--- src/rtl/gcd_ctrl.sv ---
// Valid/ready front-end for the 8-bit binary GCD core: loads operands, waits for done, returns result.
// Zero operands bypass the core. Define GCD_CTRL_WATCHDOG_EN to add the WAIT-state watchdog.
module gcd_ctrl #(
  parameter int TIMEOUT = 100
) (
  input  logic       clk,
  input  logic       resetb,
  input  logic       in_valid,
  output logic       in_ready,
  input  logic [7:0] in_u,
  input  logic [7:0] in_v,
  output logic       out_valid,
  input  logic       out_ready,
  output logic [7:0] out_res,
  output logic       out_err,
  output logic       core_ld,
  output logic [7:0] core_u,
  output logic [7:0] core_v,
  input  logic [7:0] core_res,
  input  logic       core_done
);

  typedef enum logic [1:0] {IDLE, LOAD, WAIT, OUT} state_t;

  state_t     state;
  logic [7:0] u_q, v_q;

  assign core_u = u_q;
  assign core_v = v_q;

`ifdef GCD_CTRL_WATCHDOG_EN
  localparam logic [7:0] WD_LAST = 8'(TIMEOUT - 1);
  logic [7:0] wait_cnt;
  logic       err_q;
  assign out_err = err_q;
`else
  assign out_err = 1'b0;
`endif

  always_ff @(posedge clk or negedge resetb) begin
    if (!resetb) begin
      state     <= IDLE;
      in_ready  <= 1'b1;
      core_ld   <= 1'b0;
      out_valid <= 1'b0;
      u_q       <= 8'd0;
      v_q       <= 8'd0;
      out_res   <= 8'd0;
`ifdef GCD_CTRL_WATCHDOG_EN
      wait_cnt  <= 8'd0;
      err_q     <= 1'b0;
`endif
    end else begin
      case (state)
        IDLE: if (in_valid && in_ready) begin
          u_q      <= in_u;
          v_q      <= in_v;
          in_ready <= 1'b0;
          // The core never reaches u==v with a zero operand, so answer directly.
          if (in_u == 8'd0 || in_v == 8'd0) begin
            out_res   <= in_u | in_v;
            out_valid <= 1'b1;
`ifdef GCD_CTRL_WATCHDOG_EN
            err_q     <= 1'b0;
`endif
            state     <= OUT;
          end else begin
            core_ld <= 1'b1;
            state   <= LOAD;
          end
        end
        // core_done is stale here (core still holds the previous operands).
        LOAD: begin
          core_ld  <= 1'b0;
`ifdef GCD_CTRL_WATCHDOG_EN
          wait_cnt <= 8'd0;
`endif
          state    <= WAIT;
        end
        WAIT: begin
`ifdef GCD_CTRL_WATCHDOG_EN
          wait_cnt <= wait_cnt + 8'd1;
`endif
          if (core_done) begin
            out_res   <= core_res;
            out_valid <= 1'b1;
`ifdef GCD_CTRL_WATCHDOG_EN
            err_q     <= 1'b0;
`endif
            state     <= OUT;
          end
`ifdef GCD_CTRL_WATCHDOG_EN
          else if (wait_cnt == WD_LAST) begin
            out_res   <= 8'd0;
            err_q     <= 1'b1;
            out_valid <= 1'b1;
            state     <= OUT;
          end
`endif
        end
        OUT: if (out_ready) begin
          out_valid <= 1'b0;
          in_ready  <= 1'b1;
          state     <= IDLE;
        end
        default: state <= IDLE;
      endcase
    end
  end

endmodule

--- config.mk ---
export PLATFORM = sky130hd
export DESIGN_NAME = gcd_ctrl
export DESIGN_NICKNAME = d
export VERILOG_FILES = /design/src/rtl/gcd_ctrl.sv
export SDC_FILE = /design/constraint.sdc
export NUM_CORES = 1
export LEC_CHECK = 0
export CAP_MARGIN = 20
export CORE_ASPECT_RATIO = 1.4
export CORE_MARGIN = 2
export CORE_UTILIZATION = 43
export DETAILED_ROUTE_END_ITERATION = 16
export PLACE_DENSITY_LB_ADDON = 0.2
export SYNTH_ARGS = -nofsm -noshare
export SYNTH_HDL_FRONTEND = slang
export SYNTH_SLANG_ARGS = --single-unit
--- constraint.sdc ---
create_clock -name clk -period 2.54 [get_ports clk]
set_input_delay 0.254 -clock clk [delete_from_list [all_inputs] [get_ports clk]]
set_output_delay 0.254 -clock clk [all_outputs]
set_load 0.005 [all_outputs]
==> results.py, run 1 <==
metrics = {
    "yosys": {
        "syn_inst": 124,
        "ys_ff_latch": 29,
        "yosysSeqAreaShare": 0.515,
        "synth_edf_count": 0,
        "yosysUniqueCellTypes": 27,
        "synth_async_sr_flop_share": 1.00,
        "synth_ff_type": "dfrtp_1",
        "synth_fp_nets": 158,
        "syn_area_mm2": 0.00141,
        "ys_warn_count": 0,
        "avgSynthCellArea_um2": 11.4,
    },
    "cells_and_area": {
        "final_nets": 218,
        "drive_gt1_frac": 0.205,
        "final_common_cell": "clkdlybuf4s50_1",
        "instances_no_fill": 224,
        "num_antenna_cells": 0,
        "fillers": 258,
        "mostFrequentLayoutCells": "clkdlybuf4s50_1, dfrtp_1, mux2_2",
        "areaGrowthSynthToFinish_pct": 48.6,
    },
    "place": {
        "place_inst": 216,
        "portBuffers": 55,
        "dp_hpwl_um": 2860,
        "routabilityCongestion": 0.745,
    },
    "floorplan": {
        "ios": 57,
        "die_w_um": 52.4,
        "start_util": 0.452,
        "fp.dieH_um": 71.8,
        "rows": 24,
        "core_mm2": 0.00312,
        "dieArea_mm2": 0.00377,
    },
    "routing": {
        "viasPerCell": 5.25,
        "drc": 0,
        "first_iter_violations": 19,
        "vias": 1177,
        "ant_nets": 0,
        "wirelength_um": 3620,
        "drt-pass1-iter-count": 4,
        "wl_per_cell_um": 16.2,
    },
    "setup_path": {
        "endpoint_kind": "flop",
        "arrival_ps": 2230,
        "path_max_fanout": 9,
        "slowest_delay_ps": 390,
        "cp_slowest_cell": "dfrtp_1",
        "critPathLaunchType": "flop",
        "crit_required_ps": 2700,
        "crit_path_cell_trace": "inv_1 -> ha_1 -> a21bo_2 -> o211ai_1 -> a31oi_4 -> mux2_2",
        "crit_type": "flop to flop",
    },
    "clock_tree": {
        "cts_tree": "done",
        "holdBufCountCts": 0,
        "cts_inserted_buffers": 5,
        "htreeDepth": 2,
        "clk_pin_slew_ps": 60,
        "cts-resized-gates": 0,
        "post-cts-setup-buffer-count": 0,
        "clkLatencyLatePin_ps": 280,
        "clock_path_buffers": 2,
        "numClockSinks": 29,
        "clock-root-buffer": "clkbuf_8",
    },
    "grt": {
        "grt_max_degree": 30,
        "grt_overflow_total": 0,
        "grt_pass1_vias": 1286,
        "grt_pass1_wl_um": 5950,
        "track_usage": 0.220,
        "antenna_found_initial": 0,
    },
    "sta": {
        "finalCriticalPeriod_ps": 2070,
        "hold_viol": 0,
        "clock-skew-final_ps": 3.65,
        "rsz0062_at_grt": "false",
        "finalSetupTns_ps": 0,
        "finalCritPeriodShare": 0.816,
        "max_freq_ghz": 0.482,
        "finalSetupViolCount": 0,
        "slew_violations": 0,
    },
    "pwr": {
        "ir_drop_uv": 683,
        "p_leak_nw": 0.853,
        "power_density_mw_per_mm2": 1200,
    },
    "hold_path": {
        "hp-class": "input pin to async pin",
    },
    "job": {
        "cap_violations": 0,
    },
    "outcome": {
        "status": "completed",
    },
}
==> kinds of logic after synthesis <==
kind of cell | share of synthesized area
and+or+nand+nor | 0.104
DFF | 0.515
AOI/OAI and AO/OA | 0.118
muxes | 0.191
buffers and inverters | 0.0257
adders and majority gates | 0.0443
other | 0.00265
==> layer usage <==
metal	track usage	wire length [um]
met1	0.229	1320
met4	0.108	127
met5	0	0
met3	0.0625	203
met2	0.389	1970
==> flip-flops by register name (all words and copies together), names as in the netlist <==
| signal | flops |
|---|---|
| in_ready | 1 |
| core_v | 8 |
| core_u | 8 |
| core_ld | 1 |
| state | 2 |
| out_valid | 1 |
| out_res | 8 |
==> final timing paths <==
path	start	endpoint	slack (ps)	cells past startpoint
worst max-delay path	state[0]	out_res[4]	470	6
worst min-delay path	resetb	core_v[1]	360	2
min in group clk	core_u[1]	core_u[1]	510	1
max in group asynchronous	resetb	in_ready	1870	2
worst min register to register	core_u[1]	core_u[1]	510	1
worst max register to register	state[0]	out_res[4]	470	6
==> Yosys cell counts, types with 2 or more instances <==
library cell,instances,area [um2]
a31oi_1,2,12.5
nor2_1,10,37.5
dfrtp_1,28,701
nand2_1,13,48.8
nand3_1,2,10.0
nand2b_1,2,12.5
o21ai_0,13,65.1
ha_1,5,62.6
mux2_2,24,270
buf_2,2,10.0
nor4_1,4,25.0
clkbuf_1,2,7.51
inv_1,3,11.3
==> final cells by class <==
class	instances	area, um2	share of cell area
clock buffers	8	90.1	0.0429
inverters	3	11.3	0.00536
multi-input cells	87	649	0.309
flip-flops and latches	29	727	0.346
well taps	39	48.8	0.0232
repair buffers	58	573	0.273
==> stage by stage <==
step	setup WS (ps)	power, mW	util	cell area, um2	hold slack, ps
floorplan	677	1.48	-	1410	-41.6
global placement	391	2.09	0.643	2010	490
detailed placement	320	2.15	0.643	2010	492
CTS	465	2.55	0.672	2100	369
global route	326	2.71	0.672	2100	392
finish	467	2.53	0.672	2100	361
==> report_power, final <==
part	total [mW]	switching [mW]	internal, mW	leakage (nW)
sequential	0.863	0.151	0.712	0.337
clock	0.387	0.167	0.220	0.0455
combinational	1.28	0.480	0.796	0.471
==> worst max-delay path: cells and delay by family (launching register included) <==
family                   cells  cell delay (ps)
AO/OA/AOI/OAI                3              750
adder cells (fa/ha/maj)      1              340
buffers and inverters        1              100
flip-flops                   1              390
multiplexers                 1              380
(Power assumes the default switching activity.)
==> run 2: changes to the inputs <==
- clock period: 2.54 -> 2.04 ns (I/O delays scaled with it)
==> results.py, run 2 (synthesis gave the netlist of run 1 again) <==
metrics = {
    "cells_and_area": {
        "instances_no_fill": 231,
        "fillers": 264,
        "final_nets": 225,
        "final_common_cell": "clkdlybuf4s50_1",
        "mostFrequentLayoutCells": "clkdlybuf4s50_1, dfrtp_1, mux2_2",
        "num_antenna_cells": 0,
        "drive_gt1_frac": 0.245,
        "areaGrowthSynthToFinish_pct": 53.1,
        "regArea_um2": 727,
        "finish.utilization": 0.693,
        "multiInputGateArea_um2": 649,
    },
    "pwr": {
        "power_density_mw_per_mm2": 1470,
        "p_leak_nw": 0.895,
        "ir_drop_uv": 1080,
        "total_power_mw": 3.18,
    },
    "clock_tree": {
        "htreeDepth": 2,
        "clk_pin_slew_ps": 60,
        "numClockSinks": 29,
        "holdBufCountCts": 0,
        "post-cts-setup-buffer-count": 0,
        "cts-resized-gates": 0,
        "clock_path_buffers": 2,
        "clock-root-buffer": "clkbuf_8",
        "clkLatencyLatePin_ps": 280,
        "cts_inserted_buffers": 5,
        "cts_tree": "done",
    },
    "routing": {
        "drt-pass1-iter-count": 4,
        "viasPerCell": 5.23,
        "first_iter_violations": 11,
        "drc": 0,
        "vias": 1209,
        "wirelength_um": 3590,
        "wl_per_cell_um": 15.6,
        "ant_nets": 0,
    },
    "floorplan": {
        "dieArea_mm2": 0.00377,
        "fp.dieH_um": 71.8,
        "rows": 24,
        "core_mm2": 0.00312,
        "start_util": 0.452,
        "ios": 57,
        "die_w_um": 52.4,
    },
    "outcome": {
        "status": "completed",
    },
    "grt": {
        "grt_pass1_wl_um": 5890,
        "grt_max_degree": 30,
        "grt_pass1_vias": 1272,
        "antenna_found_initial": 0,
        "grt_overflow_total": 0,
        "track_usage": 0.219,
    },
    "job": {
        "cap_violations": 0,
    },
    "sta": {
        "hold_viol": 0,
        "finalWorstSetupSlack_ps": 158,
        "max_freq_ghz": 0.531,
        "finalSetupViolCount": 0,
        "rsz0062_at_grt": "false",
        "slew_violations": 0,
        "clock-skew-final_ps": 3.16,
        "finalCritPeriodShare": 0.923,
        "hold_ws_ps": 306,
        "finalCriticalPeriod_ps": 1880,
    },
    "setup_path": {
        "arrival_ps": 2050,
        "path_buf_inv": 1,
        "crit_path_cell_trace": "inv_1 -> ha_1 -> a21bo_2 -> o211ai_1 -> a31oi_4 -> mux2_2",
        "slowest_delay_ps": 400,
        "cp_slowest_cell": "dfrtp_1",
        "crit_type": "flop to flop",
        "worst-path-stages": 6,
        "critPathLaunchType": "flop",
        "endpoint_kind": "flop",
        "ff2ff_path_depth": 6,
        "critical-path-top-delay-family": "compound AO/OA/AOI/OAI gates",
        "path_max_fanout": 8,
        "crit_required_ps": 2210,
    },
    "hold_path": {
        "hp-class": "input pin to async pin",
    },
    "place": {
        "portBuffers": 55,
        "pre_cts_slack_ps": -3.92,
        "routabilityCongestion": 0.744,
        "dp_hpwl_um": 2810,
        "place_inst": 223,
    },
}
[run 2: cell types whose count changed in the layout (fill, tap and decap cells not counted), sizes merged]
cell / delta
clkbuf: -1
clkinv: +1
buf: +7
[run 2: layout make-up]
| type | instances | area share |
|---|---|---|
| clock buffers | 7 | 0.0445 |
| flip-flops and latches | 29 | 0.336 |
| inverters | 3 | 0.00521 |
| clock inverters | 1 | 0.00231 |
| multi-input cells | 87 | 0.300 |
| well taps | 39 | 0.0226 |
| repair buffers | 65 | 0.289 |
[run 2: path summary, 6_finish.rpt]
path / start / to / slack (ps)
hold / removal: resetb / core_v[4] / 310
setup / recovery: state[0] / out_res[7] / 160
hold reg to reg: core_u[5] / core_u[5] / 500
setup reg to reg: state[0] / out_res[7] / 160
max in group asynchronous: resetb / in_ready / 1430
min in group clk: core_u[5] / core_u[5] / 500
[run 2: through the flow]
| step | area, um2 | TNS, ps |
|---|---|---|
| after floorplan | 1410 | 0 |
| after global placement | 2060 | 0 |
| after detailed placement | 2060 | -5.70 |
| after CTS | 2160 | 0 |
| after global routing | 2160 | 0 |
| final | 2160 | 0 |
[run 2: report_power, final]
part           leakage (nW)  switching, mW  total (mW)  internal (mW)
logic                 0.504          0.589        1.59           1.01
clock network        0.0542          0.216       0.520          0.304
registers             0.337          0.180        1.07          0.887
total                 0.895          0.985        3.18           2.20
[run 2: layer usage]
metal / track usage / vias to the layer above / wire length, um
met5: 0 / - / 0
met4: 0.111 / 0 / 130
met3: 0.0688 / 9 / 210
met2: 0.375 / 44 / 1930
met1: 0.234 / 578 / 1320
li1: - / 578 / -
==> run 3: changes to the inputs <==
- ABC_AREA: unset -> 1
==> results.py, run 3 <==
metrics = {
    "outcome": {
        "status": "completed",
    },
    "clock_tree": {
        "clkLatencyLatePin_ps": 280,
        "clock-root-buffer": "clkbuf_8",
        "post-cts-setup-buffer-count": 0,
        "cts_inserted_buffers": 5,
        "cts_tree": "done",
        "numClockSinks": 29,
        "clk_pin_slew_ps": 70,
        "holdBufCountCts": 0,
        "htreeDepth": 2,
        "clock_path_buffers": 2,
        "cts-resized-gates": 0,
    },
    "pwr": {
        "clkPwrFrac": 0.170,
        "comb_power_share": 0.496,
        "p_leak_nw": 1.08,
        "switching_power_mw": 1.12,
        "p_int_mw": 1.94,
        "switching_share": 0.366,
        "power_density_mw_per_mm2": 1400,
        "ir_drop_uv": 773,
        "p_seq_frac": 0.334,
    },
    "floorplan": {
        "ios": 57,
        "die_w_um": 53.7,
        "start_util": 0.444,
        "fp.dieH_um": 73.6,
        "rows": 25,
        "core_mm2": 0.00335,
        "dieArea_mm2": 0.00395,
    },
    "cells_and_area": {
        "multiInputGateArea_um2": 643,
        "regArea_um2": 727,
        "drive_gt1_frac": 0.0887,
        "finish.utilization": 0.652,
        "fillers": 303,
        "mostFrequentLayoutCells": "nand2_1, clkdlybuf4s50_1, dfrtp_1",
        "num_antenna_cells": 0,
        "final_nets": 281,
        "areaGrowthSynthToFinish_pct": 46.9,
        "final_common_cell": "nand2_1",
    },
    "yosys": {
        "syn_area_mm2": 0.00149,
        "yosysUniqueCellTypes": 24,
        "yosysMostFrequentCell": "nand2_1",
        "synth_async_sr_flop_share": 1.00,
        "yosys.area.top_type_share": 0.471,
        "syn_inst": 187,
        "synth_ff_type": "dfrtp_1",
        "yosysTopAreaCell": "dfrtp_1",
        "synth_edf_count": 0,
        "ys_ff_latch": 29,
        "ys_top_cells_by_count": "nand2_1, dfrtp_1, o21ai_0",
        "synth_area_leaders": "dfrtp_1, nand2_1, o21ai_0",
        "ys_warn_count": 0,
        "avgSynthCellArea_um2": 7.95,
        "synth_fp_nets": 221,
        "yosysSeqAreaShare": 0.489,
    },
    "sta": {
        "finalCriticalPeriod_ps": 1660,
        "hold_viol": 0,
        "max_freq_ghz": 0.602,
        "finalCritPeriodShare": 0.814,
        "clock-skew-final_ps": 9.19,
        "hold_ws_ps": 304,
        "finalSetupTns_ps": 0,
        "rsz0062_at_grt": "false",
        "slew_violations": 0,
        "finalSetupViolCount": 0,
    },
    "setup_path": {
        "r2r_end": "state[1]",
        "crit_type": "flop to flop",
        "endpoint": "state[1]",
        "critPathLaunchType": "flop",
        "path_max_fanout": 10,
        "startpoint": "state[0]",
        "endpoint_kind": "flop",
        "ff2ff_path_depth": 8,
        "crit_required_ps": 2230,
        "r2r_slack_ps": 380,
        "r2r-start": "state[0]",
        "arrival_ps": 1850,
    },
    "routing": {
        "viasPerCell": 4.88,
        "wl_per_cell_um": 12.6,
        "drc": 0,
        "drt-pass1-iter-count": 4,
        "first_iter_violations": 46,
        "ant_nets": 0,
        "vias": 1404,
        "wirelength_um": 3640,
    },
    "place": {
        "routabilityCongestion": 0.832,
        "portBuffers": 55,
        "dp_hpwl_um": 2850,
    },
    "grt": {
        "grt_overflow_total": 0,
        "antenna_found_initial": 0,
        "track_usage": 0.207,
        "grt_pass1_wl_um": 5880,
        "grt_pass1_vias": 1354,
        "grt_max_degree": 34,
    },
    "hold_path": {
        "hp-class": "input pin to async pin",
    },
    "job": {
        "cap_violations": 0,
    },
}
-- run 3: area by class of cell --
class,instances,share of cell area
sequential,29,0.333
multi-input combinational,130,0.295
timing repair buffer,58,0.262
clock buffer,7,0.0441
inverter,23,0.0407
tap,40,0.0229
clock inverter,1,0.00229
-- run 3: critical path, cell delays in order (launching register included) --
cell and delay (ps):
dfrtp_1 390, inv_1 110, ha_1 270, inv_2 160
or2_1 140, nand2_2 80, nor2_2 210, nand2_1 90
o22ai_1 140
-- run 3: logic make-up (layout without fill, tap and decap cells) --
| kind of cell | Yosys count | in the layout | share of synthesized area |
|---|---|---|---|
| compound gates | 31 | 31 | 0.106 |
| fa+ha+maj | 5 | 5 | 0.0421 |
| buf+inv | 28 | 89 | 0.0783 |
| flops | 29 | 29 | 0.489 |
| other cells | 1 | 1 | 0.00252 |
| simple gates | 93 | 93 | 0.282 |
-- run 3: how the worst min path moves through the flow --
| stage | cells after the start | slack [ps] | start | endpoint |
|---|---|---|---|---|
| global placement | 2 | 460 | out_res[3] | out_res[3] |
| global route | 2 | 330 | resetb | core_u[4] |
| CTS | 2 | 310 | resetb | core_u[4] |
| detailed placement | 2 | 460 | out_res[3] | out_res[3] |
| floorplan | 0 | -90 | resetb | core_ld |
| finish | 2 | 300 | resetb | core_v[6] |
-- run 3: through the flow --
stage / cells / worst slack, ps / instance area, um2 / total power, mW
after detailed placement: 280 / 401 / 2080 / 2.56
after global routing: 288 / 224 / 2180 / 3.32
after global placement: 280 / 404 / 2080 / 2.54
after floorplan: 187 / 675 / 1490 / 1.79
final: 288 / 380 / 2180 / 3.06
after CTS: 288 / 386 / 2180 / 3.09
-- run 3: power by group through the flow --
stage	combinational, mW	clock, mW	sequential [mW]
2_1_floorplan	0.760	0	1.03
3_3_place_gp	1.51	0	1.03
3_5_place_dp	1.53	0	1.03
4_1_cts	1.53	0.525	1.03
5_1_grt	1.71	0.552	1.05
6_report	1.52	0.520	1.02
-- run 3: routing by layer --
metal / routed length (um) / up-vias / track usage / part of all wire
met1: 1550 / 638 / 0.251 / 0.43
met2: 1810 / 56 / 0.339 / 0.50
met3: 211 / 9 / 0.0528 / 0.058
li1: - / 701 / - / -
met4: 70 / 0 / 0.0883 / 0.019
met5: 0 / - / 0 / 0
